**config.mk**
```make
export PLATFORM = sky130hd
export DESIGN_NAME = modulo_posicao_cursor
export DESIGN_NICKNAME = d
export VERILOG_FILES = /design/src/rtl/pacote_matriz.sv /design/src/rtl/debouncer_botao.sv /design/src/rtl/modulo_posicao_cursor.sv
export SDC_FILE = /design/constraint.sdc
export NUM_CORES = 1
export LEC_CHECK = 0
export CAP_MARGIN = 25
export CORE_MARGIN = 2
export CORE_UTILIZATION = 56
export CTS_CLUSTER_SIZE = 25
export DETAILED_ROUTE_END_ITERATION = 10
export PLACE_DENSITY_LB_ADDON = 0.05
export RECOVER_POWER = 100
export SLEW_MARGIN = 10
export SYNTH_ARGS = -nofsm -noshare
export SYNTH_HDL_FRONTEND = slang
export SYNTH_SLANG_ARGS = --single-unit
```
**constraint.sdc**
```tcl
create_clock -name clk -period 1.6 [get_ports clk]
set_input_delay 0.32 -clock clk [delete_from_list [all_inputs] [get_ports clk]]
set_output_delay 0.32 -clock clk [all_outputs]
set_load 0.01 [all_outputs]
```
**src/rtl/pacote_matriz.sv**
```systemverilog
// ============================================================================
// Module      : pacote_matriz (package)
// Description : Shared constants for the 5x7 cursor matrix. The coordinate
//               width, matrix limits and direction encoding are the same
//               ones used by modulo_seletor_1_8 and the display path.
// Revision    : 1.0 - initial release
// ============================================================================
`default_nettype none

package pacote_matriz;

  // Matrix geometry: columns 0..4, lines 0..6, 3-bit coordinates.
  localparam int MAT_COL_MAX = 4;
  localparam int MAT_ROW_MAX = 6;
  localparam int COORD_W     = 3;

  // Direction encoding doubles as the bit index of each button's press
  // vector. A lower index means a higher priority.
  typedef enum logic [1:0] {
    DIR_UP    = 2'd0,
    DIR_DOWN  = 2'd1,
    DIR_LEFT  = 2'd2,
    DIR_RIGHT = 2'd3
  } dir_t;

  // One wrapping step on a coordinate. The wrap is compare-based, so the
  // result never leaves 0..max even though the arithmetic is 3-bit.
  function automatic logic [COORD_W-1:0] passo_circular(
    input logic [COORD_W-1:0] valor,
    input logic               incrementa,
    input logic [COORD_W-1:0] maximo
  );
    logic [COORD_W-1:0] res;
    if (incrementa) begin
      res = (valor == maximo) ? '0 : valor + 1'b1;
    end else begin
      res = (valor == '0) ? maximo : valor - 1'b1;
    end
    return res;
  endfunction

endpackage

`default_nettype wire

```
**src/rtl/debouncer_botao.sv**
```systemverilog
// ============================================================================
// Module      : debouncer_botao
// Description : One push-button front end: two-flop synchroniser,
//               consecutive-sample debounce counter, stable level and a
//               one-cycle press pulse on each accepted 0->1 transition.
// Revision    : 1.0 - initial release
// ============================================================================
`default_nettype none

module debouncer_botao #(
  parameter int DEBOUNCE_CYCLES = 4
) (
  input  logic clk,
  input  logic rst,
  input  logic i_btn,
  output logic o_press
);

  localparam int            CW     = 4;
  localparam logic [CW-1:0] c_last = CW'(DEBOUNCE_CYCLES - 1);

  logic          r_sync1;
  logic          r_sync2;
  logic          r_stable;
  logic          r_stable_d;
  logic          r_press;
  logic [CW-1:0] r_cnt;

  // Two-flop synchroniser for the asynchronous button level.
  always_ff @(posedge clk) begin
    if (rst) begin
      r_sync1 <= 1'b0;
      r_sync2 <= 1'b0;
    end else begin
      r_sync1 <= i_btn;
      r_sync2 <= r_sync1;
    end
  end

  // Accept a new level only after DEBOUNCE_CYCLES consecutive differing
  // samples; any matching sample restarts the count.
  always_ff @(posedge clk) begin
    if (rst) begin
      r_cnt    <= '0;
      r_stable <= 1'b0;
    end else if (r_sync2 != r_stable) begin
      if (r_cnt == c_last) begin
        r_stable <= r_sync2;
        r_cnt    <= '0;
      end else begin
        r_cnt <= r_cnt + 1'b1;
      end
    end else begin
      r_cnt <= '0;
    end
  end

  // Registered rising-edge detector on the stable level: one pulse per press.
  always_ff @(posedge clk) begin
    if (rst) begin
      r_stable_d <= 1'b0;
      r_press    <= 1'b0;
    end else begin
      r_stable_d <= r_stable;
      r_press    <= r_stable & ~r_stable_d;
    end
  end

  assign o_press = r_press;

endmodule

`default_nettype wire

```
**src/rtl/modulo_posicao_cursor.sv**
```systemverilog
// ============================================================================
// Module      : modulo_posicao_cursor
// Description : Converts four raw push-buttons into the registered cursor
//               position (mdc column, mdl line) with wrap-around on the 5x7
//               matrix and a one-cycle move strobe.
// Revision    : 1.0 - initial release
// ============================================================================
`default_nettype none

module modulo_posicao_cursor
  import pacote_matriz::*;
#(
  parameter int COL_MAX         = MAT_COL_MAX,
  parameter int ROW_MAX         = MAT_ROW_MAX,
  parameter int DEBOUNCE_CYCLES = 4
) (
  input  logic               clk,
  input  logic               rst,
  input  logic               btn_up,
  input  logic               btn_down,
  input  logic               btn_left,
  input  logic               btn_right,
  input  logic               hold,
  output logic [COORD_W-1:0] mdc,
  output logic [COORD_W-1:0] mdl,
  output logic               mov_valid
);

  localparam logic [COORD_W-1:0] c_col_max = COORD_W'(COL_MAX);
  localparam logic [COORD_W-1:0] c_row_max = COORD_W'(ROW_MAX);

  logic [3:0]         w_btn;
  logic [3:0]         w_press;
  logic               w_move;
  dir_t               w_dir;
  logic [COORD_W-1:0] r_mdc;
  logic [COORD_W-1:0] r_mdl;
  logic               r_mov;

  // Bit order follows the direction encoding.
  assign w_btn = {btn_right, btn_left, btn_down, btn_up};

  for (genvar g = 0; g < 4; g++) begin : g_debounce
    debouncer_botao #(
      .DEBOUNCE_CYCLES(DEBOUNCE_CYCLES)
    ) u_debouncer (
      .clk    (clk),
      .rst    (rst),
      .i_btn  (w_btn[g]),
      .o_press(w_press[g])
    );
  end

  // Fixed-priority select of a single direction; losing presses are simply
  // dropped because each pulse lasts only one cycle.
  always_comb begin
    w_move = 1'b0;
    w_dir  = DIR_UP;
    if (w_press[int'(DIR_UP)]) begin
      w_move = 1'b1;
      w_dir  = DIR_UP;
    end else if (w_press[int'(DIR_DOWN)]) begin
      w_move = 1'b1;
      w_dir  = DIR_DOWN;
    end else if (w_press[int'(DIR_LEFT)]) begin
      w_move = 1'b1;
      w_dir  = DIR_LEFT;
    end else if (w_press[int'(DIR_RIGHT)]) begin
      w_move = 1'b1;
      w_dir  = DIR_RIGHT;
    end
  end

  // Position registers and move strobe; hold swallows the press outright.
  always_ff @(posedge clk) begin
    if (rst) begin
      r_mdc <= '0;
      r_mdl <= '0;
      r_mov <= 1'b0;
    end else begin
      r_mov <= 1'b0;
      if (w_move && !hold) begin
        r_mov <= 1'b1;
        unique case (w_dir)
          DIR_UP:    r_mdl <= passo_circular(r_mdl, 1'b0, c_row_max);
          DIR_DOWN:  r_mdl <= passo_circular(r_mdl, 1'b1, c_row_max);
          DIR_LEFT:  r_mdc <= passo_circular(r_mdc, 1'b0, c_col_max);
          DIR_RIGHT: r_mdc <= passo_circular(r_mdc, 1'b1, c_col_max);
        endcase
      end
    end
  end

  assign mdc       = r_mdc;
  assign mdl       = r_mdl;
  assign mov_valid = r_mov;

endmodule

`default_nettype wire

```
## Word-level counts from Yosys, hierarchy flattened

Index checks and enable logic that the tools add are counted.

- Reductions and logical operators: 17
- Equal/unequal tests: 13
- Bitwise gates (word level): 12
- Add/sub/neg operators: 8
- Multiplexer cells: 15

Operators by type and width:

| cell | count |
|---|---|
| $add A4 B1 Y4 const B | 4 |
| $eq A4 B2 Y1 const B | 4 |
| $mux W3 | 4 |
| $pmux W3 S2 | 2 |
| $reduce_and A2 Y1 | 6 |
| $reduce_or A3 Y1 | 4 |
| $mux W2 | 4 |
| $not A1 Y1 | 8 |
| $add A3 B1 Y3 const B | 2 |
| $eq A3 B3 Y1 const B | 2 |
| $logic_not A3 Y1 | 2 |
| $sub A3 B1 Y3 const B | 2 |
| $mux W1 | 5 |
| $and A1 B1 Y1 | 4 |
| $eq A2 B2 Y1 const B | 2 |
| $ne A1 B1 Y1 | 4 |
| $reduce_bool A2 Y1 | 2 |
| $eq A2 B1 Y1 const B | 1 |
| $logic_not A2 Y1 | 1 |
| $logic_and A1 B1 Y1 | 1 |
| $logic_not A1 Y1 | 1 |

- Word-level logic and storage cells: 92
- Output and inout port bits: 7
- Bits in registers: 43
- Bits of input ports: 7

## Longest topological paths before layout

Gate-level depths: netlist (run 1).

- Depth in word-level cells: 7
- Mapped depth: 6
- Mapped depth without buffers: 6

## Hierarchy

From an unflattened synthesis (run 1), not the netlist that was laid out.

- Cells, all modules: 176
- Area total of the unflattened synthesis: 1793.0 um^2

Modules (own cells, without submodules):

| module | area each (um^2) | cells each | sequential area each (um^2) | instances |
|---|---|---|---|---|
| debouncer_botao | 300.3 | 27 | 180.2 | 4 |
| modulo_posicao_cursor | 591.8 | 68 | 140.1 | 1 |

## Worst setup path after synthesis (run 1)

Ideal clock, no wire load.

- Kind: flip-flop to flip-flop
- From: register r_mdc[0], in the netlist mdc[0]
- To: register r_mdc[1], in the netlist mdc[1]
- Data arrival time: 1363 ps
- Data required time: 1484 ps
- Path buffers: 0
- Period minus slack after synthesis: 1479 ps
- Setup slack: 121 ps
- Cell stages (with the launch flop): 7
- Setup time: 116 ps
- Cells stage by stage: dfxtp_1 inv_1 ha_1 mux2_2 mux2i_1 nor3_1 a31o_2

- Longest elaborated chain between the ends: 3
- Elaborated cells between the ends (all ways): 7
- Classes of those cells: 2 x add/sub; 1 x eq/ne; 3 x mux; 1 x reduce/logical

RTL lines:

| element | RTL line | text |
|---|---|---|
| start: declaration | modulo_posicao_cursor.sv:36 | `logic [COORD_W-1:0] r_mdc;` |
| start signal: assignment | modulo_posicao_cursor.sv:87 | `DIR_LEFT: r_mdc <= passo_circular(r_mdc, 1'b0, c_col_max);` |
| start signal: assignment | modulo_posicao_cursor.sv:88 | `DIR_RIGHT: r_mdc <= passo_circular(r_mdc, 1'b1, c_col_max);` |
| $add A3 B1 Y3 (tied with other cells) | pacote_matriz.sv:35 | `res = (valor == maximo) ? '0 : valor + 1'b1;` |
| $mux W3 (on tied branches) | pacote_matriz.sv:35, pacote_matriz.sv:37 |  |
| $pmux W3 S2 * | modulo_posicao_cursor.sv:84 | `unique case (w_dir)` |

Every way passes the cells marked *; elsewhere a longest branch is shown, timed or not.
A chain may end at the register's enable or synchronous reset.

## Worst setup path after layout (run 1)

- From: register r_mov, in the netlist mov_valid
- To: output port mov_valid

RTL lines:

| element | RTL line | text |
|---|---|---|
| start: declaration | modulo_posicao_cursor.sv:38 | `logic r_mov;` |
| start signal: assignment | modulo_posicao_cursor.sv:79 | `r_mov <= 1'b0;` |
| start signal: assignment | modulo_posicao_cursor.sv:81 | `r_mov <= 1'b0;` |
| start signal: assignment | modulo_posicao_cursor.sv:83 | `r_mov <= 1'b1;` |
| end: declaration | modulo_posicao_cursor.sv:26 | `output logic mov_valid` |

No word-level cell between the ends.

==> results of run 1 <==
-- sequential cells by signal, indices dropped and copies added (netlist names) --
name	count
g_debounce.u_debouncer.r_cnt	16
g_debounce.u_debouncer.o_press	4
g_debounce.u_debouncer.r_stable	4
g_debounce.u_debouncer.r_stable_d	4
g_debounce.u_debouncer.r_sync1	4
g_debounce.u_debouncer.r_sync2	4
mdc	3
mdl	3
mov_valid	1
-- metrics by stage --
stage          setup slack (ns)  hold slack, ns  cells
6_report                 0.0734           0.375    229
5_1_grt                 0.00794           0.394    229
4_1_cts                 0.00426           0.384    229
3_5_place_dp             -0.252           0.381    221
3_3_place_gp             -0.221           0.372    221
2_1_floorplan             0.121           0.367    173
-- cell type report --
| class | instances | share of cell area (%) |
|---|---|---|
| clock buffer | 5 | 1.88 |
| tap | 33 | 2.06 |
| inverter | 12 | 2.25 |
| timing repair buffer | 19 | 8.88 |
| multi-input combinational | 114 | 41.0 |
| clock inverter | 3 | 0.750 |
| sequential | 43 | 43.2 |
-- metal layers --
metal | global-route usage [%] | part of all wire (%) | wire [um] | vias to the layer above
met4 | 7.62 | 2.0 | 52 | 0
met2 | 30.0 | 51 | 1340 | 17
met1 | 19.0 | 42 | 1110 | 533
met3 | 6.93 | 5.1 | 135 | 7
li1 | - | - | - | 616
met5 | 0 | 0 | 0 | -
-- power breakdown --
part	switching, mW	total, mW	internal, mW
clock	0.327	0.491	0.164
combinational	0.0225	0.0523	0.0298
sequential	0.00582	1.09	1.08
-- worst min-delay path by stage --
stage	from	to	slack, ns
2_1_floorplan	g_debounce[0].u_debouncer.r_stable_d$_SDFF_PP0_	g_debounce[0].u_debouncer.o_press$_SDFF_PP0_	0.37
3_3_place_gp	g_debounce[2].u_debouncer.r_stable_d$_SDFF_PP0_	g_debounce[2].u_debouncer.o_press$_SDFF_PP0_	0.37
3_5_place_dp	g_debounce[2].u_debouncer.r_stable_d$_SDFF_PP0_	g_debounce[2].u_debouncer.o_press$_SDFF_PP0_	0.38
4_1_cts	g_debounce[3].u_debouncer.r_stable_d$_SDFF_PP0_	g_debounce[3].u_debouncer.o_press$_SDFF_PP0_	0.38
5_1_grt	g_debounce[3].u_debouncer.r_stable_d$_SDFF_PP0_	g_debounce[3].u_debouncer.o_press$_SDFF_PP0_	0.39
6_report	g_debounce[2].u_debouncer.r_stable_d$_SDFF_PP0_	g_debounce[2].u_debouncer.o_press$_SDFF_PP0_	0.38
-- logic make-up (layout without fill, tap and decap cells) --
kind of cell	after synthesis	after routing	share of synthesized area, %
AND/OR/NAND/NOR	65	65	20.8
XOR/XNOR	13	13	6.56
multiplexers	6	6	3.53
AO/OA/AOI/OAI	18	18	7.36
buffers and inverters	16	39	3.53
adder cells (fa/ha/maj)	12	12	8.65
flip-flops	43	43	49.6
-- Yosys cell counts (5+ instances only) --
cell,instances
dfxtp_1,43
a21oi_1,6
inv_1,12
xnor2_1,9
mux2i_1,5
ha_1,12
nor2_1,25
nor2b_1,16
==> results.tsv, run 1 <==
metric	value	unit
pwr dens	815	mW/mm^2
Worst path slowest cell	clkdlybuf4s50_1	
Crit Path Class	register to output port	
Worst-path clk slew	0.12	ns
CP startpoint kind	register	
Vias per Instance	5.12	
Mapped Area	0.00174	mm^2
placed cell areas	0.00195	mm^2
reg2reg end	mdc[1]$_SDFFE_PP0P_	
largest net degree at the start of global routing	23	
layout cell share with drive strength beyond 1	12.2	%
Core ar.	0.00300	mm^2
CP max stage delay	0.52	ns
top cells by area, synth	dfxtp_1, ha_1, nor2b_1	
crit path to	mov_valid	
RSZ-0062 raised after global routing	no	
die area	0.00356	mm^2
max-cap violations	0	
Critical Path Stages	1	
Synthesized Nets	192	
CP delay by family, top	buffers and inverters	
hold buffer count at cts	0	
Ys Warns	0	
initial drt markers	75	
Tcrit/Tclk final	95.4	%
Max Fanout on Critical Path	1	
total power draw	1.63	mW
Top Ports	14	
FF-to-FF Start	mdc[1]$_SDFFE_PP0P_	
Peak Freq	0.655	GHz
Post-synth EDFFs	0	
drt first pass iters	4	
worst vdd ir	0.000636	V
Fill cells	241	
GRT Total Usage	17.5	%
DR WL/cell	11.5	um
relative slew slack	75.4	%
row cnt	20	
dominant cell type by area after synthesis	dfxtp_1	
Area growth syn-to-layout	15.3	%
Skew-Pair Late Insertion Delay	0.35	ns
setup repair bufs after CTS	0	
DR DRC count	0	
commonest non-fill, non-tap cells in the layout	dfxtp_1, nor2_1, nor2b_1	
Starting Density	57.8	%
die height	59.7	um
Setup Skew	0.0110	ns
Final TNS setup	0	ns
Root Driver	clkbuf_4	
Least-Margin Pin Slew	0.368	ns
CTS sink cnt	43	
Design Area, Final	0.00200	mm^2
ys flop type	dfxtp_1	
routed via count	1173	
Critical path origin	mov_valid$_SDFF_PP0_	
post-CTS sizing	12	
Antenna diodes	0	
CP Data Required Time	1.28	ns
Syn Area/Cell	10.0	um^2
routed wire length	2640	um
worst r2r path cells	6	
Hold Crit Depth	1	
Fin. Hold Viols	0	
Buffers on Ports	13	
Worst Path Buf+Inv	1	
Final setup viols	0	
initial antenna violation count	0	
post-DP HPWL	1950	um
multi-input logic area	820	um^2
final core area utilization	66.6	%
Final #Nets	214	
crit path cell chain	clkdlybuf4s50_1	
most common cell after layout, fill and taps aside	dfxtp_1	
GRT overflow	0	
TritonCTS clock tree	done	
die width	59.7	um
Async S/R FF share, synth	0	%
first-pass GRT wire length	4590	um
status	finished, final reports clean	
HP Class	register to register	
GPL Wtd Cong	0.759	
Cells after Synth	173	
vias in the first global route	1128	
Reg area	865	um^2
Synth top area share	49.6	%
crit path DAT	1.21	ns
Seq cells post-synth	43	
Max Slew Vio Count	0	
Num CTS Buffers	5	
Final ANT Viol Nets	0	
CTS HTree Levels	2	
sequential element share of the synthesized area	49.6	%
CP endpoint kind	output port	
FF-to-FF setup slack	0.09	ns
min cycle time layout	1.53	ns
post-synth cell types	34	
LEAKAGE	0.805	nW
Max clock buf depth	2	
Note: power is estimated with default switching activity, not from simulation.
==> inputs of run 2 (changes only) <==
--- a/config.mk
+++ b/config.mk
@@ -5,6 +5,7 @@
 export SDC_FILE = /design/constraint.sdc
 export NUM_CORES = 1
 export LEC_CHECK = 0
+export ABC_CLOCK_PERIOD_IN_PS = 1600
 export CAP_MARGIN = 25
 export CORE_MARGIN = 2
 export CORE_UTILIZATION = 56
==> results of run 2 <==
Final layout, timing and power as in run 1 (identical DEF).
==> inputs of run 3 (changes only) <==
--- a/config.mk
+++ b/config.mk
@@ -5,11 +5,10 @@
 export SDC_FILE = /design/constraint.sdc
 export NUM_CORES = 1
 export LEC_CHECK = 0
-export ABC_CLOCK_PERIOD_IN_PS = 1600
+export ABC_CLOCK_PERIOD_IN_PS = 1300
 export CAP_MARGIN = 25
 export CORE_MARGIN = 2
-export CORE_UTILIZATION = 56
-export CTS_CLUSTER_SIZE = 25
+export CORE_UTILIZATION = 50
 export DETAILED_ROUTE_END_ITERATION = 10
 export PLACE_DENSITY_LB_ADDON = 0.05
 export RECOVER_POWER = 100
==> constraint.sdc (replaced) <==
create_clock -name clk -period 1.3 [get_ports clk]
set_input_delay 0.26 -clock clk [delete_from_list [all_inputs] [get_ports clk]]
set_output_delay 0.26 -clock clk [all_outputs]
set_load 0.01 [all_outputs]
==> results.tsv, run 3 (synthesized netlist as in run 1, its figures left out) <==
metric	value	unit	change
status	finished with violations		
violated checks	negative setup slack		
Worst Hold Endpoint	g_debounce[2].u_debouncer.o_press$_SDFF_PP0_		
Skew-Pair Late Insertion Delay	0.36	ns	about the same
FF-to-FF Start	mdc[1]$_SDFFE_PP0P_		
HP Class	register to register		
GPL Wtd Cong	0.795		+4.8%
max reg flops	16		unchanged
LEAKAGE	0.946	nW	+18%
crit path cell chain	buf_6, inv_4, ha_4, mux2_4, mux2i_2, nor3_2, a31o_2		
Antenna diodes	0		unchanged
Final #Nets	244		+14%
CP endpoint kind	register		
Hold Crit Depth	1		unchanged
Root Driver	clkbuf_4		
initial drt markers	45		-40%
Area growth syn-to-layout	41.7	%	
TritonCTS clock tree	done		
Setup Skew	0.00791	ns	-0.00313 ns
Vias per Instance	4.84		-5.5%
GRT overflow	0		unchanged
min cycle time layout	1.50	ns	
Crit Path Class	register to register		
Design Area, Final	0.00246	mm^2	+23%
routed wire length	3610	um	+37%
CP startpoint kind	register		
relative slew slack	76.2	%	+0.82 points
largest register by flop count	g_debounce.u_debouncer.r_cnt		
Tcrit/Tclk final	116	%	
FF-to-FF setup slack	-0.20	ns	-0.29 ns
reg2reg end	mdc[1]$_SDFFE_PP0P_		
drt first pass iters	4		unchanged
CTS HTree Levels	2		unchanged
largest net degree at the start of global routing	15		-35%
Critical path origin	mdc[1]$_SDFFE_PP0P_		
Starting Density	52.0	%	-5.8 points
Least-Margin Pin Slew	0.355	ns	-0.0130 ns
Max clock buf depth	2		unchanged
Fin. Hold Viols	0		unchanged
RSZ-0062 raised after global routing	yes		
die height	62.9	um	+5.4%
first-pass GRT wire length	5950	um	+30%
Core ar.	0.00334	mm^2	+11%
GRT Total Usage	19.4	%	+1.8 points
final worst-path setup slack	-0.202	ns	-0.276 ns
die area	0.00396	mm^2	+11%
CP Data Required Time	1.55	ns	+0.27 ns
pwr dens	844	mW/mm^2	+3.5%
total power draw	2.07	mW	+27%
most common cell after layout, fill and taps aside	dfxtp_1		
worst vdd ir	0.000722	V	+14%
DR WL/cell	13.3	um	+15%
Worst-path clk slew	0.12	ns	about the same
post-DP HPWL	2220	um	+14%
commonest non-fill, non-tap cells in the layout	dfxtp_1, buf_4, nor2_1		
layout cell share with drive strength beyond 1	40.7	%	+28 points
multi-input logic area	0.00101	mm^2	+23%
Fill cells	253		+5.0%
routed via count	1317		+12%
Reg area	881	um^2	+1.9%
max-cap violations	0		unchanged
Max Fanout on Critical Path	3		+2
Num CTS Buffers	5		unchanged
row cnt	21		+5.0%
crit path DAT	1.76	ns	+0.55 ns
worst r2r path cells	7		+1
CP max stage delay	0.36	ns	-0.16 ns
Peak Freq	0.666	GHz	
Top Ports	14		unchanged
worst hold path startpoint	g_debounce[2].u_debouncer.r_stable_d$_SDFF_PP0_		
hold buffer count at cts	0		unchanged
die width	62.9	um	+5.4%
DR DRC count	0		unchanged
placed cell areas	0.00210	mm^2	+8.0%
CTS sink cnt	43		unchanged
Final setup viols	7		+7
Max Slew Vio Count	0		unchanged
vias in the first global route	1354		+20%
initial antenna violation count	0		unchanged
Final ANT Viol Nets	0		unchanged
Buffers on Ports	13		unchanged
Worst path slowest cell	dfxtp_2		
## run 3: cell count changes in the layout (fill, tap and decap cells not counted), moves of 4 or more
cell | before | now
nor3b_1 | 4 | 0
buf_4 | 3 | 27
or3_4 | 0 | 4
dfxtp_1 | 40 | 31
or3_1 | 4 | 0
clkbuf_1 | 1 | 5
buf_6 | 0 | 5
dfxtp_2 | 3 | 10
ha_1 | 11 | 5
ha_4 | 0 | 5
## run 3: metal layers
metal | global-route usage, % | vias up | routed length, um
li1 | - | 674 | -
met5 | 0 | - | 0
met4 | 7.78 | 0 | 76
met3 | 5.77 | 8 | 109
met2 | 35.4 | 19 | 2020
met1 | 20.5 | 616 | 1410
## run 3: where the power goes
part	total (mW)	internal, mW	switching [mW]
registers	1.34	1.33	0.00736
clock network	0.657	0.213	0.444
logic	0.0819	0.0468	0.0351
## run 3: worst max-delay path by stage
stage                           to  slack [ns]  depth (start not counted)
2_1_floorplan  mdc[2]$_SDFFE_PP0P_       -0.15                          4
3_3_place_gp   mdc[2]$_SDFFE_PP0P_       -0.45                          4
3_5_place_dp   mdc[2]$_SDFFE_PP0P_       -0.49                          4
4_1_cts        mdc[1]$_SDFFE_PP0P_       -0.15                          7
5_1_grt        mdc[1]$_SDFFE_PP0P_       -0.24                          7
6_report       mdc[1]$_SDFFE_PP0P_       -0.20                          7
## run 3: critical path, delay by kind of cell, from the launching register on
kind	cells	cell delay (ns)
mux	2	0.47
flops	1	0.36
compound gates	1	0.21
buf+inv	2	0.15
fa+ha+maj	1	0.15
simple gates	1	0.06
## run 3: final cells by class
cell class	count	area share [%]
flip-flops and latches	43	35.8
repair buffers	49	16.6
clock inverters	2	0.560
inverters	12	2.03
well taps	46	2.34
clock buffers	6	1.68
multi-input cells	114	40.9
## run 3: metrics by stage
stage	TNS, ns	instances	hold WS [ns]	utilization, %	setup slack, ns
6_report	-0.397	272	0.388	73.7	-0.202
3_5_place_dp	-5.32	251	0.371	63.0	-0.490
4_1_cts	-0.326	266	0.381	69.1	-0.146
5_1_grt	-1.12	272	0.382	73.7	-0.237
3_3_place_gp	-4.60	251	0.365	63.0	-0.447
2_1_floorplan	-0.373	173	0.338	-	-0.154
## run 3: what timing repair did
| item | 4_1_cts | 5_1_grt |
|---|---|---|
| buffers inserted | 7 | 6 |
| pin swaps | 4 | 13 |
| gates resized for setup | 42 | 34 |
| setup endpoints to repair | 26 | 30 |
